[config.mk]
export PLATFORM = sky130hd
export DESIGN_NAME = dual_port_mem_arbiter
export DESIGN_NICKNAME = d
export VERILOG_FILES = /design/src/rtl/dual_port_mem_arbiter_pkg.sv /design/src/rtl/dual_port_mem_arbiter_req_buffer.sv /design/src/rtl/dual_port_mem_arbiter.sv
export SDC_FILE = /design/constraint.sdc
export NUM_CORES = 1
export LEC_CHECK = 0
export ABC_CLOCK_PERIOD_IN_PS = 10800
export BUFFER_PORTS_ARGS = -buffer_cell sky130_fd_sc_hd__buf_4
export CAP_MARGIN = 15
export CORE_MARGIN = 5
export CORE_UTILIZATION = 25
export CTS_CLUSTER_DIAMETER = 100
export DETAILED_ROUTE_END_ITERATION = 16
export MAX_ROUTING_LAYER = met4
export PLACE_DENSITY = 0.53
export SLEW_MARGIN = 20
export SYNTH_ARGS = -nofsm -noshare
export SYNTH_HDL_FRONTEND = slang
export SYNTH_SLANG_ARGS = --single-unit
[constraint.sdc]
create_clock -name clock -period 10.8 [get_ports clock]
set_clock_uncertainty 0.05 [all_clocks]
set_input_delay 1.62 -clock clock [delete_from_list [all_inputs] [get_ports clock]]
set_output_delay 1.62 -clock clock [all_outputs]
set_load 0.05 [all_outputs]
[src/rtl/dual_port_mem_arbiter_pkg.sv]
// dual_port_mem_arbiter_pkg
// Shared constants for the dual-port memory arbiter: the arbitration FSM
// state encodings and the owner IDs used to tag which port holds the
// memory. There are no ports; the top-level arbiter imports this package.
package dual_port_mem_arbiter_pkg;

    localparam logic [1:0] STATE_IDLE   = 2'd0;
    localparam logic [1:0] STATE_WAIT_I = 2'd1;
    localparam logic [1:0] STATE_WAIT_D = 2'd2;

    localparam logic PORT_I = 1'b0;
    localparam logic PORT_D = 1'b1;

endpackage

[src/rtl/dual_port_mem_arbiter_req_buffer.sv]
// mem_req_buffer
// One-entry request holding register that sits in front of the arbiter.
// It captures a complete request (read, write, byte enables, address and
// write data) on load_i and empties on clear_i when the request issues.
// Ports:
//   clock, reset           - system clock, async active-high reset
//   load_i                 - capture the request fields this edge
//   clear_i                - drop the held request (it has issued)
//   read_i/write_i         - request kind
//   byte_en_i/address_i/data_i - request payload
//   read_o .. data_o       - held request fields
//   full_o                 - buffer holds a request
module mem_req_buffer #(
    parameter int DATA_WIDTH   = 32,
    parameter int ADDRESS_BITS = 32
) (
    input  logic                      clock,
    input  logic                      reset,
    input  logic                      load_i,
    input  logic                      clear_i,
    input  logic                      read_i,
    input  logic                      write_i,
    input  logic [DATA_WIDTH/8-1:0]   byte_en_i,
    input  logic [ADDRESS_BITS-1:0]   address_i,
    input  logic [DATA_WIDTH-1:0]     data_i,
    output logic                      read_o,
    output logic                      write_o,
    output logic [DATA_WIDTH/8-1:0]   byte_en_o,
    output logic [ADDRESS_BITS-1:0]   address_o,
    output logic [DATA_WIDTH-1:0]     data_o,
    output logic                      full_o
);

    logic                    full_q;
    logic                    read_q;
    logic                    write_q;
    logic [DATA_WIDTH/8-1:0] byteEn_q;
    logic [ADDRESS_BITS-1:0] address_q;
    logic [DATA_WIDTH-1:0]   data_q;

    // Fields are zeroed on clear so an empty buffer never presents stale
    // payload to the memory-side mux.
    always_ff @(posedge clock or posedge reset) begin
        if (reset) begin
            full_q    <= 1'b0;
            read_q    <= 1'b0;
            write_q   <= 1'b0;
            byteEn_q  <= '0;
            address_q <= '0;
            data_q    <= '0;
        end else if (clear_i) begin
            full_q    <= 1'b0;
            read_q    <= 1'b0;
            write_q   <= 1'b0;
            byteEn_q  <= '0;
            address_q <= '0;
            data_q    <= '0;
        end else if (load_i) begin
            full_q    <= 1'b1;
            read_q    <= read_i;
            write_q   <= write_i;
            byteEn_q  <= byte_en_i;
            address_q <= address_i;
            data_q    <= data_i;
        end
    end

    assign full_o    = full_q;
    assign read_o    = read_q;
    assign write_o   = write_q;
    assign byte_en_o = byteEn_q;
    assign address_o = address_q;
    assign data_o    = data_q;

endmodule

[src/rtl/dual_port_mem_arbiter.sv]
// dual_port_mem_arbiter
// Merges the instruction and data request streams from memory_interface
// onto one single-ported main memory with one transaction in flight.
// Ports:
//   clock, reset                       - system clock, async active-high reset
//   i_mem_read/i_mem_address_in        - instruction read request
//   i_mem_data_out/i_mem_address_out   - instruction response, i_mem_valid strobe
//   i_mem_ready                        - instruction buffer empty
//   d_mem_read/d_mem_write/d_mem_byte_en/d_mem_address_in/d_mem_data_in - data request
//   d_mem_data_out/d_mem_address_out   - data read response, d_mem_valid strobe
//   d_mem_ready                        - data buffer empty
//   mem_read/mem_write/mem_byte_en/mem_address_out/mem_data_out - memory request
//   mem_data_in/mem_address_in/mem_valid/mem_ready - memory response / handshake
//   scan                               - debug trace enable, no functional effect
module dual_port_mem_arbiter
    import dual_port_mem_arbiter_pkg::*;
#(
    parameter int DATA_WIDTH      = 32,
    parameter int ADDRESS_BITS    = 32,
    parameter int SCAN_CYCLES_MIN = 0,
    parameter int SCAN_CYCLES_MAX = 1000
) (
    input  logic                      clock,
    input  logic                      reset,
    input  logic                      i_mem_read,
    input  logic [ADDRESS_BITS-1:0]   i_mem_address_in,
    output logic [DATA_WIDTH-1:0]     i_mem_data_out,
    output logic [ADDRESS_BITS-1:0]   i_mem_address_out,
    output logic                      i_mem_valid,
    output logic                      i_mem_ready,
    input  logic                      d_mem_read,
    input  logic                      d_mem_write,
    input  logic [DATA_WIDTH/8-1:0]   d_mem_byte_en,
    input  logic [ADDRESS_BITS-1:0]   d_mem_address_in,
    input  logic [DATA_WIDTH-1:0]     d_mem_data_in,
    output logic [DATA_WIDTH-1:0]     d_mem_data_out,
    output logic [ADDRESS_BITS-1:0]   d_mem_address_out,
    output logic                      d_mem_valid,
    output logic                      d_mem_ready,
    output logic                      mem_read,
    output logic                      mem_write,
    output logic [DATA_WIDTH/8-1:0]   mem_byte_en,
    output logic [ADDRESS_BITS-1:0]   mem_address_out,
    output logic [DATA_WIDTH-1:0]     mem_data_out,
    input  logic [DATA_WIDTH-1:0]     mem_data_in,
    input  logic [ADDRESS_BITS-1:0]   mem_address_in,
    input  logic                      mem_valid,
    input  logic                      mem_ready,
    input  logic                      scan
);

    logic [1:0] state_q, state_d;
    logic       lastGrant_q, lastGrant_d;
    logic       outWrite_q, outWrite_d;
    logic       holdValid_q, holdValid_d;
    logic       holdGrant_q, holdGrant_d;
    logic [DATA_WIDTH-1:0]   iDataOut_q, dDataOut_q;
    logic [ADDRESS_BITS-1:0] iAddrOut_q, dAddrOut_q;
    logic signed [31:0]      cycleCount_q;

    logic                    iFull, dFull, iLoad, dLoad, iClear, dClear;
    logic                    iBufRead, iBufWrite, dBufRead, dBufWrite;
    logic [DATA_WIDTH/8-1:0] iBufByteEn, dBufByteEn;
    logic [ADDRESS_BITS-1:0] iBufAddr, dBufAddr;
    logic [DATA_WIDTH-1:0]   iBufData, dBufData;

    logic grantPort, issueValid, issueFire, iResp, dResp, scanActive;

    assign i_mem_ready = !reset && !iFull;
    assign d_mem_ready = !reset && !dFull;
    assign iLoad = i_mem_ready && i_mem_read;
    assign dLoad = d_mem_ready && (d_mem_read || d_mem_write);

    mem_req_buffer #(.DATA_WIDTH(DATA_WIDTH), .ADDRESS_BITS(ADDRESS_BITS)) iBuffer (
        .clock(clock), .reset(reset), .load_i(iLoad), .clear_i(iClear),
        .read_i(1'b1), .write_i(1'b0), .byte_en_i('0),
        .address_i(i_mem_address_in), .data_i('0),
        .read_o(iBufRead), .write_o(iBufWrite), .byte_en_o(iBufByteEn),
        .address_o(iBufAddr), .data_o(iBufData), .full_o(iFull)
    );

    // A simultaneous read+write on the data port is illegal; it is stored as a write.
    mem_req_buffer #(.DATA_WIDTH(DATA_WIDTH), .ADDRESS_BITS(ADDRESS_BITS)) dBuffer (
        .clock(clock), .reset(reset), .load_i(dLoad), .clear_i(dClear),
        .read_i(d_mem_read && !d_mem_write), .write_i(d_mem_write),
        .byte_en_i(d_mem_byte_en), .address_i(d_mem_address_in), .data_i(d_mem_data_in),
        .read_o(dBufRead), .write_o(dBufWrite), .byte_en_o(dBufByteEn),
        .address_o(dBufAddr), .data_o(dBufData), .full_o(dFull)
    );

    // Once a request is presented but stalled by mem_ready=0, the grant is
    // frozen so a newly arriving request on the other port cannot swap the
    // fields under the memory's feet.
    always_comb begin
        grantPort = PORT_I;
        if (holdValid_q) begin
            grantPort = holdGrant_q;
        end else if (iFull && dFull) begin
            grantPort = (lastGrant_q == PORT_I) ? PORT_D : PORT_I;
        end else if (dFull) begin
            grantPort = PORT_D;
        end
    end

    assign issueValid = (state_q == STATE_IDLE) && (iFull || dFull);
    assign issueFire  = issueValid && mem_ready;
    assign iClear     = issueFire && (grantPort == PORT_I);
    assign dClear     = issueFire && (grantPort == PORT_D);

    assign mem_read        = issueValid && ((grantPort == PORT_D) ? dBufRead : iBufRead);
    assign mem_write       = issueValid && ((grantPort == PORT_D) ? dBufWrite : iBufWrite);
    assign mem_byte_en     = !issueValid ? '0 : ((grantPort == PORT_D) ? dBufByteEn : iBufByteEn);
    assign mem_address_out = !issueValid ? '0 : ((grantPort == PORT_D) ? dBufAddr : iBufAddr);
    assign mem_data_out    = !issueValid ? '0 : ((grantPort == PORT_D) ? dBufData : iBufData);

    // Responses only count while a transaction is outstanding, so stray
    // mem_valid pulses in IDLE (including after a reset) are ignored.
    assign iResp = mem_valid && (state_q == STATE_WAIT_I);
    assign dResp = mem_valid && (state_q == STATE_WAIT_D);

    assign i_mem_valid       = iResp;
    assign d_mem_valid       = dResp && !outWrite_q;
    assign i_mem_data_out    = iResp ? mem_data_in : iDataOut_q;
    assign i_mem_address_out = iResp ? mem_address_in : iAddrOut_q;
    assign d_mem_data_out    = dResp ? mem_data_in : dDataOut_q;
    assign d_mem_address_out = dResp ? mem_address_in : dAddrOut_q;

    always_comb begin
        state_d     = state_q;
        lastGrant_d = issueFire ? grantPort : lastGrant_q;
        outWrite_d  = issueFire ? mem_write : outWrite_q;
        holdValid_d = issueValid && !mem_ready;
        holdGrant_d = grantPort;
        case (state_q)
            STATE_IDLE: begin
                if (issueFire) begin
                    state_d = (grantPort == PORT_D) ? STATE_WAIT_D : STATE_WAIT_I;
                end
            end
            STATE_WAIT_I, STATE_WAIT_D: begin
                if (mem_valid) begin
                    state_d = STATE_IDLE;
                end
            end
            default: state_d = STATE_IDLE;
        endcase
    end

    // Response registers keep the last value seen by each port so the
    // non-owning port's data_out does not move.
    always_ff @(posedge clock or posedge reset) begin
        if (reset) begin
            state_q      <= STATE_IDLE;
            lastGrant_q  <= PORT_I;
            outWrite_q   <= 1'b0;
            holdValid_q  <= 1'b0;
            holdGrant_q  <= PORT_I;
            iDataOut_q   <= '0;
            iAddrOut_q   <= '0;
            dDataOut_q   <= '0;
            dAddrOut_q   <= '0;
            cycleCount_q <= '0;
        end else begin
            state_q      <= state_d;
            lastGrant_q  <= lastGrant_d;
            outWrite_q   <= outWrite_d;
            holdValid_q  <= holdValid_d;
            holdGrant_q  <= holdGrant_d;
            cycleCount_q <= cycleCount_q + 32'sd1;
            if (iResp) begin
                iDataOut_q <= mem_data_in;
                iAddrOut_q <= mem_address_in;
            end
            if (dResp) begin
                dDataOut_q <= mem_data_in;
                dAddrOut_q <= mem_address_in;
            end
        end
    end

    // The trace window is kept for debug builds; it drives nothing here.
    assign scanActive = scan && (cycleCount_q >= SCAN_CYCLES_MIN) &&
                        (cycleCount_q <= SCAN_CYCLES_MAX);

    logic unusedScan;
    assign unusedScan = scanActive;

endmodule

# == After elaboration in Yosys (flattened, before gate mapping) ==
# Cells that the tools add are included.
# word_totals
regBits,275
out_inout_bits,202
# classes
n_eq_ne,4
n_mux,42
bitwise,1
n_reduce_logical,29
# op_table
op,n
2-to-1 mux 32 bit,16
2-to-1 mux 4 bit,6
logical AND 1 bit,16
2-to-1 mux 1 bit,16
logical NOT 1 bit,6
2-to-1 mux 2 bit,3
"!= test 2 bit, second input constant",2
one-hot mux 2 bit (2 select lines),1
nonzero test 2 bit,2
"equality test 2 x 1 -> 1 bit, second input constant",1
"equality test 2 bit, second input constant",1
logical NOT 2 bit,1
logical OR 1 bit,2
AND reduction 2 bit,1
OR reduction 2 bit,1
inverter 1 bit,1

# == Longest topological paths before layout ==
# Gate-level depths: netlist (run 1).
# depth
depth_word,6
depth_mapped,8

# == By module ==
# Synthesis (run 1) repeated with hierarchy kept, for this count alone.
# unflattened
hier_cells,1003
hier_area_um2,11886.4
# modules_own_cells
mod,instances,cells_per_inst,area_each_um2,seq_area_each_um2
dual_port_mem_arbiter,1,543,6085.8,3353.2
mem_req_buffer,2,230,2900.3,1776.7

# == Worst setup path before layout (run 1) ==
# Ideal clock, no wire load.
# synth_path
path_type,in2reg
from,input port reset
to,register dBuffer.full_q (netlist: dBuffer.full_o)
setup_time_ps,99
t_arrival_ps,6951
required_time_ps,10651
slack_ps,3699
cell_stages,3
n_path_buf,0
cell_sequence,inv_1 a21oi_1 a21oi_1
# synth_via
elab_chain_cells,4
# synth_rtl
item,line,source
start: declaration,dual_port_mem_arbiter.sv:24,"input logic reset,"
logical NOT 1 bit (no line),n/a,
logical AND 1 bit,dual_port_mem_arbiter.sv:70,assign d_mem_ready = !reset && !dFull;
logical AND 1 bit,dual_port_mem_arbiter.sv:72,assign dLoad = d_mem_ready && (d_mem_read || d_mem_write);
nonzero test 2 bit (no line),n/a,
end signal: assignment,dual_port_mem_arbiter_req_buffer.sv:45,full_q <= 1'b0;
end signal: assignment,dual_port_mem_arbiter_req_buffer.sv:52,full_q <= 1'b0;
end signal: assignment,dual_port_mem_arbiter_req_buffer.sv:59,full_q <= 1'b1;
end: declaration,dual_port_mem_arbiter_req_buffer.sv:34,logic full_q;
# No other way between the ends.
# A chain may end at the register's enable or synchronous reset.

# == Worst setup path after layout (run 1) ==
# layout_path
from,input port mem_valid
to,output port i_mem_data_out[15]
# layout_via
elab_chain_cells,2
# layout_rtl
item,line,source
start: declaration,dual_port_mem_arbiter.sv:47,"input logic mem_valid,"
logical AND 1 bit,dual_port_mem_arbiter.sv:118,assign iResp = mem_valid && (state_q == STATE_WAIT_I);
2-to-1 mux 32 bit,n/a,
end: declaration,dual_port_mem_arbiter.sv:27,"output logic [DATA_WIDTH-1:0] i_mem_data_out,"
# No other way between the ends.

==> metrics.yaml, run 1 <==
buffer_ports.inserted: 372
cts-resized-gates: 0
layout-drive-gt1-share: 0.453
syn_nets: 1112
first_global_vias: 8926
synth_cell_types: 36
final_core_util: 0.353
cts_made_buffers: 29
grt_setup_unrepaired: "false"
cts_setup_buffers: 0
p_leak_nw: 7.10
root_buffer: "sky130_fd_sc_hd__clkbuf_16"
setup_violations: 0
synth.top_cell.area_share: 0.562
layout_cells_excl_fill: 1832
worst_path_largest_cell_delay_ns: 0.71
required_time_at_the_worst_slack_endpoint_ns: 9.13
rows: 75
power_per_cell_area_mw_per_mm2: 393
worst_path_setup_slack_after_routing_ns: 5.90
cpMaxStageDelayCell: "sky130_fd_sc_hd__buf_4"
timing.hold.worst.class: "flip-flop to flip-flop"
final_net_count: 1444
tritoncts_clock_tree: "done"
avgSynthCellArea_um2: 11.3
postSynth.asyncResetShare: 1.00
total_power_mw: 5.81
synthTopCellsByArea: "sky130_fd_sc_hd__dfrtp_1 56%, sky130_fd_sc_hd__mux2_2 14%, sky130_fd_sc_hd__nand2_1 4.8%, sky130_fd_sc_hd__a22oi_1 4.6%, sky130_fd_sc_hd__nand3_1 3.2%"
post_synth_instance_area_mm2: 0.0106
comb_power_share: 0.566
number_of_maximum_capacitance_violations: 0
post-route-period-util: 0.454
pwr-share-seq: 0.256
timing.critical_path.from_type: "input port"
routedWlPerCell_um: 19.5
post_synth_inst_count: 937
synth_ff_type: "sky130_fd_sc_hd__dfrtp_1"
dp_cells: 1776
detailedPlace.worstSlack_ns: 5.87
worst_skew_pair_later_pin_latency_ns: 0.57
timing.fmax_mhz: 204
synth_edf_count: 0
start_util: 0.253
syn2layout_area_growth_pct: 39.6
die-width_um: 216
number_of_sinks_driven_by_the_clock_tree: 238
hold_viol: 0
first_pass_grt_wire_length_mm: 55.3
cpLargestDelayFamily: "buffers and inverters"
slew_viol_final: 0
detail-route-antenna-nets: 0
route.detailed.drc: 0
clk_pin_slew_ns: 0.06
worst-endpoint-arrival_ns: 3.23
longest_clk_path_bufs: 3
relSlewSlack: 0.348
filler_cell_count_in_the_final_layout: 4198
p_int_mw: 2.95
largest_net_degree_at_the_start_of_global_routing: 95
vias_per_cell: 4.66
synth.largest_area_cell: "sky130_fd_sc_hd__dfrtp_1"
ctsHtreeMaxLevel: 1
worst_hold_slack_ns: 0.444
dp.final_hpwl_mm: 23.8
gp_congestion: 0.804
fin_tns_setup_ns: 0
overflow: 0
worst_ir_drop_vdd_mv: 0.168
worstSetupPathType: "input port to output port"
die_area_mm2: 0.0466
synthesis.yosys.warnings: 0
clock_power_share: 0.178
firstDrtPassIters: 5
postSynthRegisterBits: 238
core-area_mm2: 0.0419
cp_common_cell: "sky130_fd_sc_hd__buf_4"
totalWireLength_mm: 35.6
post_dp_cell_area_mm2: 0.0138
initialDrtViolationCount: 515
critical_path.cell_chain: "buf_4 > nand2_2 > buf_4 > mux2_2 > buf_4"
timing.critical_path.to_type: "output port"
status: "completed"
grt_antenna_before_repair: 2
worstMarginPinSlew_ns: 0.978
net-switching-power_mw: 2.87
timing.critical_path.buf_inv: 3
finalInstanceArea_mm2: 0.0148
power_switching_share: 0.493
via_count: 8537
top_level_ports: 374
postCtsHoldBufs: 0
die_height_um: 216
worst-path-max-fanout: 65
grt_util_all_layers: 0.151
finalCriticalPeriod_ns: 4.90
sequential_to_total_area_share_from_yosys_stat: 0.562
[registers in the layout, summed over array words and instances (netlist names), 2 cells and up]
signal	count
dAddrOut_q	32
dBuffer.address_o	32
dBuffer.data_o	32
dDataOut_q	32
iAddrOut_q	32
iBuffer.address_o	32
iDataOut_q	32
dBuffer.byte_en_o	4
state_q	2
[Yosys cell counts, drive strengths merged, types with 2 or more instances]
library cell  instances
nand3                68
nand2               135
ha                    3
o21ai                71
mux2                128
and2                 38
a22oi                69
o22ai                 2
mux2i                33
or2                   2
a21oi                36
inv                   9
clkbuf               31
dfrtp               238
o211a                 2
nor2                  7
buf                  54
[layout by cell type, fill, tap and decap left out, types with 3 or more instances in the layout]
cell,synthesis,final
sky130_fd_sc_hd__a21oi_1,36,36
sky130_fd_sc_hd__ha_1,3,3
sky130_fd_sc_hd__clkbuf_8,0,5
sky130_fd_sc_hd__o21ai_0,68,68
sky130_fd_sc_hd__nand2_1,135,133
sky130_fd_sc_hd__a22oi_1,65,65
sky130_fd_sc_hd__buf_4,5,384
sky130_fd_sc_hd__dfrtp_1,238,238
sky130_fd_sc_hd__nor2_1,7,6
sky130_fd_sc_hd__mux2i_1,33,33
sky130_fd_sc_hd__clkinv_2,0,11
sky130_fd_sc_hd__a22oi_2,4,4
sky130_fd_sc_hd__inv_1,7,6
sky130_fd_sc_hd__mux2_2,128,128
sky130_fd_sc_hd__and2_1,38,38
sky130_fd_sc_hd__clkbuf_16,0,29
sky130_fd_sc_hd__nand3_1,68,68
sky130_fd_sc_hd__o21ai_1,3,3
sky130_fd_sc_hd__bufinv_16,0,4
[cell type report]
cell class                 instances  area (um2)  area share
clock inverter                    19         220      0.0149
inverter                           9        48.8     0.00330
timing repair buffer             386        2910       0.197
sequential                       238        5960       0.403
tap                              539         674      0.0456
antenna                            2        5.00    0.000338
clock buffer                      34         795      0.0537
multi-input combinational        605        4180       0.283
[routing by layer]
layer	part of all wire	wire, um	vias up	track usage
met4	0.024	843	0	0.0414
met2	0.48	17200	274	0.237
li1	-	-	3939	-
met5	0	0	-	-
met3	0.068	2430	53	0.0355
met1	0.43	15200	4271	0.197
[power by group through the flow]
stage / sequential (mW) / combinational, mW / clock (mW)
4_1_cts: 1.49 / 3.32 / 1.07
5_1_grt: 1.54 / 3.47 / 1.11
6_report: 1.49 / 3.29 / 1.03
2_1_floorplan: 1.44 / 2.41 / 0
3_3_place_gp: 1.48 / 3.30 / 0
3_5_place_dp: 1.50 / 3.32 / 0
[kinds of logic after synthesis]
group / count (synthesis) / synth area share
fa+ha+maj: 3 / 0.00354
mux: 161 / 0.167
flops: 238 / 0.562
compound gates: 188 / 0.111
simple gates: 253 / 0.109
buf+inv: 94 / 0.0476
[worst register-to-register path: cells and delay by family, from the launching register on]
kind	cells	cell delay, ns
buf+inv	3	1.28
flops	1	0.67
simple gates	1	0.25
compound gates	2	0.75
[path summary, 6_finish.rpt]
check	from	endpoint	slack (ns)	cells after the start
setup / recovery	mem_valid	i_mem_data_out[15]	5.90	5
hold / removal	iDataOut_q[11]$_DFF_PP0_	iDataOut_q[11]$_DFF_PP0_	0.44	1
setup reg to reg	iBuffer.full_o$_DFFE_PP0P_	dBuffer.read_o$_DFFE_PP0P_	7.70	6
hold reg to reg	iDataOut_q[11]$_DFF_PP0_	iDataOut_q[11]$_DFF_PP0_	0.44	1
max in group asynchronous	reset	iAddrOut_q[4]$_DFF_PP0_	8.16	3
min in group asynchronous	reset	iBuffer.full_o$_DFFE_PP0P_	1.16	2
Note: power is estimated with default switching activity, not from simulation.
==> run 2: changes to the inputs <==
Settings changed: ABC_AREA set to 1, ABC_CLOCK_PERIOD_IN_PS 10800 to 4500, PLACE_DENSITY 0.53 to 0.55.
Clock period 10.8 ns to 4.5 ns, I/O delays scaled along.
==> metrics.yaml, run 2 <==
synth.top_cell.area_share: 0.593
register_area_mm2: 0.00596
synthSimpleGateAreaFrac: 0.249
number_of_maximum_capacitance_violations: 0
synth_top_cells_by_count: "345 x sky130_fd_sc_hd__nand2_1, 238 x sky130_fd_sc_hd__dfrtp_1, 204 x sky130_fd_sc_hd__nand3_1, 133 x sky130_fd_sc_hd__o21ai_0, 76 x sky130_fd_sc_hd__inv_1"
syn2layout_area_growth_pct: 41.2
net-switching-power_mw: 6.62
cts_setup_buffers: 0
dp_cells: 2000
route.detailed.drc: 0
number_of_sinks_driven_by_the_clock_tree: 238
setup_violations: 0
p_leak_nw: 7.51
detailedPlace.worstSlack_ns: 1.34
firstDrtPassIters: 5
totalWireLength_mm: 34.0
tritoncts_clock_tree: "done"
grt_util_all_layers: 0.152
dp.final_hpwl_mm: 23.5
worstMarginPinSlew_ns: 1.01
power_switching_share: 0.513
timing.critical_path.to_type: "output port"
status: "completed"
top_level_ports: 374
first_global_vias: 9281
synthTopCellsByArea: "sky130_fd_sc_hd__dfrtp_1 59%, sky130_fd_sc_hd__nand2_1 13%, sky130_fd_sc_hd__nand3_1 10%, sky130_fd_sc_hd__o21ai_0 6.6%, sky130_fd_sc_hd__inv_1 2.8%"
p_int_mw: 6.29
slew_viol_final: 0
post_synth_instance_area_mm2: 0.0100
rows: 73
post_synth_inst_count: 1173
detail-route-antenna-nets: 0
postSynthRegisterBits: 238
cts_made_buffers: 28
ctsHtreeMaxLevel: 1
relSlewSlack: 0.325
root_buffer: "sky130_fd_sc_hd__clkbuf_16"
synth_cell_types: 19
avgSynthCellArea_um2: 8.57
worst_skew_pair_later_pin_latency_ns: 0.55
buffer_ports.inserted: 372
synth_ff_type: "sky130_fd_sc_hd__dfrtp_1"
filler_cell_count_in_the_final_layout: 4116
hold_viol: 0
postCtsHoldBufs: 0
finalCriticalPeriod_ns: 3.62
layout-drive-gt1-share: 0.290
postSynth.asyncResetShare: 1.00
layout.cells.most_common_list: "387 x sky130_fd_sc_hd__buf_4, 342 x sky130_fd_sc_hd__nand2_1, 238 x sky130_fd_sc_hd__dfrtp_1"
synth_xor_area_frac: 0
clk_pin_slew_ns: 0.06
finalInstanceArea_mm2: 0.0142
synth.largest_area_cell: "sky130_fd_sc_hd__dfrtp_1"
die-width_um: 210
synth_mux_area_frac: 0
first_pass_grt_wire_length_mm: 53.2
post-synth-top-count-cell: "sky130_fd_sc_hd__nand2_1"
core-area_mm2: 0.0397
largest_net_degree_at_the_start_of_global_routing: 140
most_common_library_cell_in_the_layout_ignoring_fill_and_taps: "sky130_fd_sc_hd__buf_4"
combinational_family_with_the_most_area_after_synthesis: "simple AND/OR/NAND/NOR gates"
post_dp_cell_area_mm2: 0.0133
pwr-share-seq: 0.273
post_synthesis_adder_cell_area_fraction: 0.00374
power_per_cell_area_mw_per_mm2: 910
synthesis.yosys.warnings: 0
final_net_count: 1680
worst_path_setup_slack_after_routing_ns: 0.877
sequential_to_total_area_share_from_yosys_stat: 0.593
comb_power_share: 0.560
worst-path-max-fanout: 36
timing.critical_path.from_type: "flip-flop"
timing.hold.worst.class: "input port to async pin"
grt_antenna_before_repair: 3
syn_nets: 1348
start_util: 0.253
gp_congestion: 0.845
initialDrtViolationCount: 536
timing.fmax_mhz: 276
post-route-period-util: 0.805
reg2reg_setup_slack_ns: 2.06
required_time_at_the_worst_slack_endpoint_ns: 3.77
multi_input_gate_area_in_the_final_layout_mm2: 0.00346
worstSetupPathType: "flip-flop to output port"
layout_cells_excl_fill: 2049
longest_clk_path_bufs: 3
die_height_um: 210
cts-resized-gates: 0
total_power_mw: 12.9
worst-endpoint-arrival_ns: 2.90
grt_setup_unrepaired: "false"
synth_edf_count: 0
via_count: 9077
worst_ir_drop_vdd_mv: 0.400
die_area_mm2: 0.0443
clock_power_share: 0.167
vias_per_cell: 4.43
routedWlPerCell_um: 16.6
synth-compound-area-share: 0.0875
overflow: 0
## run 2: metal layers
layer  part of all wire  routed length (um)  up-vias  global-route usage
met3              0.098                3320       39              0.0534
li1                   -                   -     4458                   -
met5                  0                   0        -                   -
met1               0.43               14800     4256               0.197
met4              0.017                 587        0              0.0275
met2               0.45               15300      324               0.234
## run 2: worst paths after layout
path | start | endpoint | depth (start not counted)
max in group asynchronous | reset | iAddrOut_q[3]$_DFF_PP0_ | 4
min in group clock | mem_ready | holdValid_q$_DFF_PP0_ | 2
hold reg to reg | lastGrant_q$_DFFE_PP0P_ | lastGrant_q$_DFFE_PP0P_ | 2
setup reg to reg | iBuffer.full_o$_DFFE_PP0P_ | dBuffer.address_o[25]$_DFFE_PP0P_ | 7
hold / removal | reset | dBuffer.byte_en_o[1]$_DFFE_PP0P_ | 2
setup / recovery | iBuffer.full_o$_DFFE_PP0P_ | mem_data_out[15] | 7
## run 2: cell families (layout without fill, tap and decap cells)
group                      count (synthesis)  after routing
adders and majority gates                  3              3
other                                      0              2
AOI/OAI and AO/OA                        171            171
buffers and inverters                    165            514
DFF                                      238            238
and+or+nand+nor                          596            596
## run 2: power by group through the flow
stage	clock network, mW	logic, mW	registers (mW)
floorplan	0	5.12	3.48
global placement	0	7.27	3.53
detailed placement	0	7.30	3.56
CTS	2.24	7.32	3.53
global route	2.33	7.75	3.64
finish	2.16	7.23	3.53
## run 2: per-stage QoR
stage / util / hold WS (ns) / TNS, ns
after global routing: 0.357 / 0.185 / 0
after floorplan: - / 0.392 / -60.98
after global placement: 0.335 / 0.414 / 0
after detailed placement: 0.335 / 0.429 / 0
final: 0.357 / 0.162 / 0
after CTS: 0.357 / 0.155 / 0
## run 2: layout make-up
type | count | area share
diodes | 2 | 0.000353
well taps | 525 | 0.0463
multi-input cells | 770 | 0.244
repair buffers | 389 | 0.208
clock inverters | 4 | 0.00265
clock buffers | 43 | 0.0590
inverters | 78 | 0.0209
flip-flops and latches | 238 | 0.420
## run 2: critical path: stages, from the launching register on
cell and delay, ns:
sky130_fd_sc_hd__dfrtp_1 0.52, sky130_fd_sc_hd__nand2_1 0.19, sky130_fd_sc_hd__nand2_1 0.08, sky130_fd_sc_hd__nand2_2 0.62, sky130_fd_sc_hd__buf_4 0.41, sky130_fd_sc_hd__nand2_1 0.10
sky130_fd_sc_hd__nor2_1 0.16, sky130_fd_sc_hd__buf_4 0.23
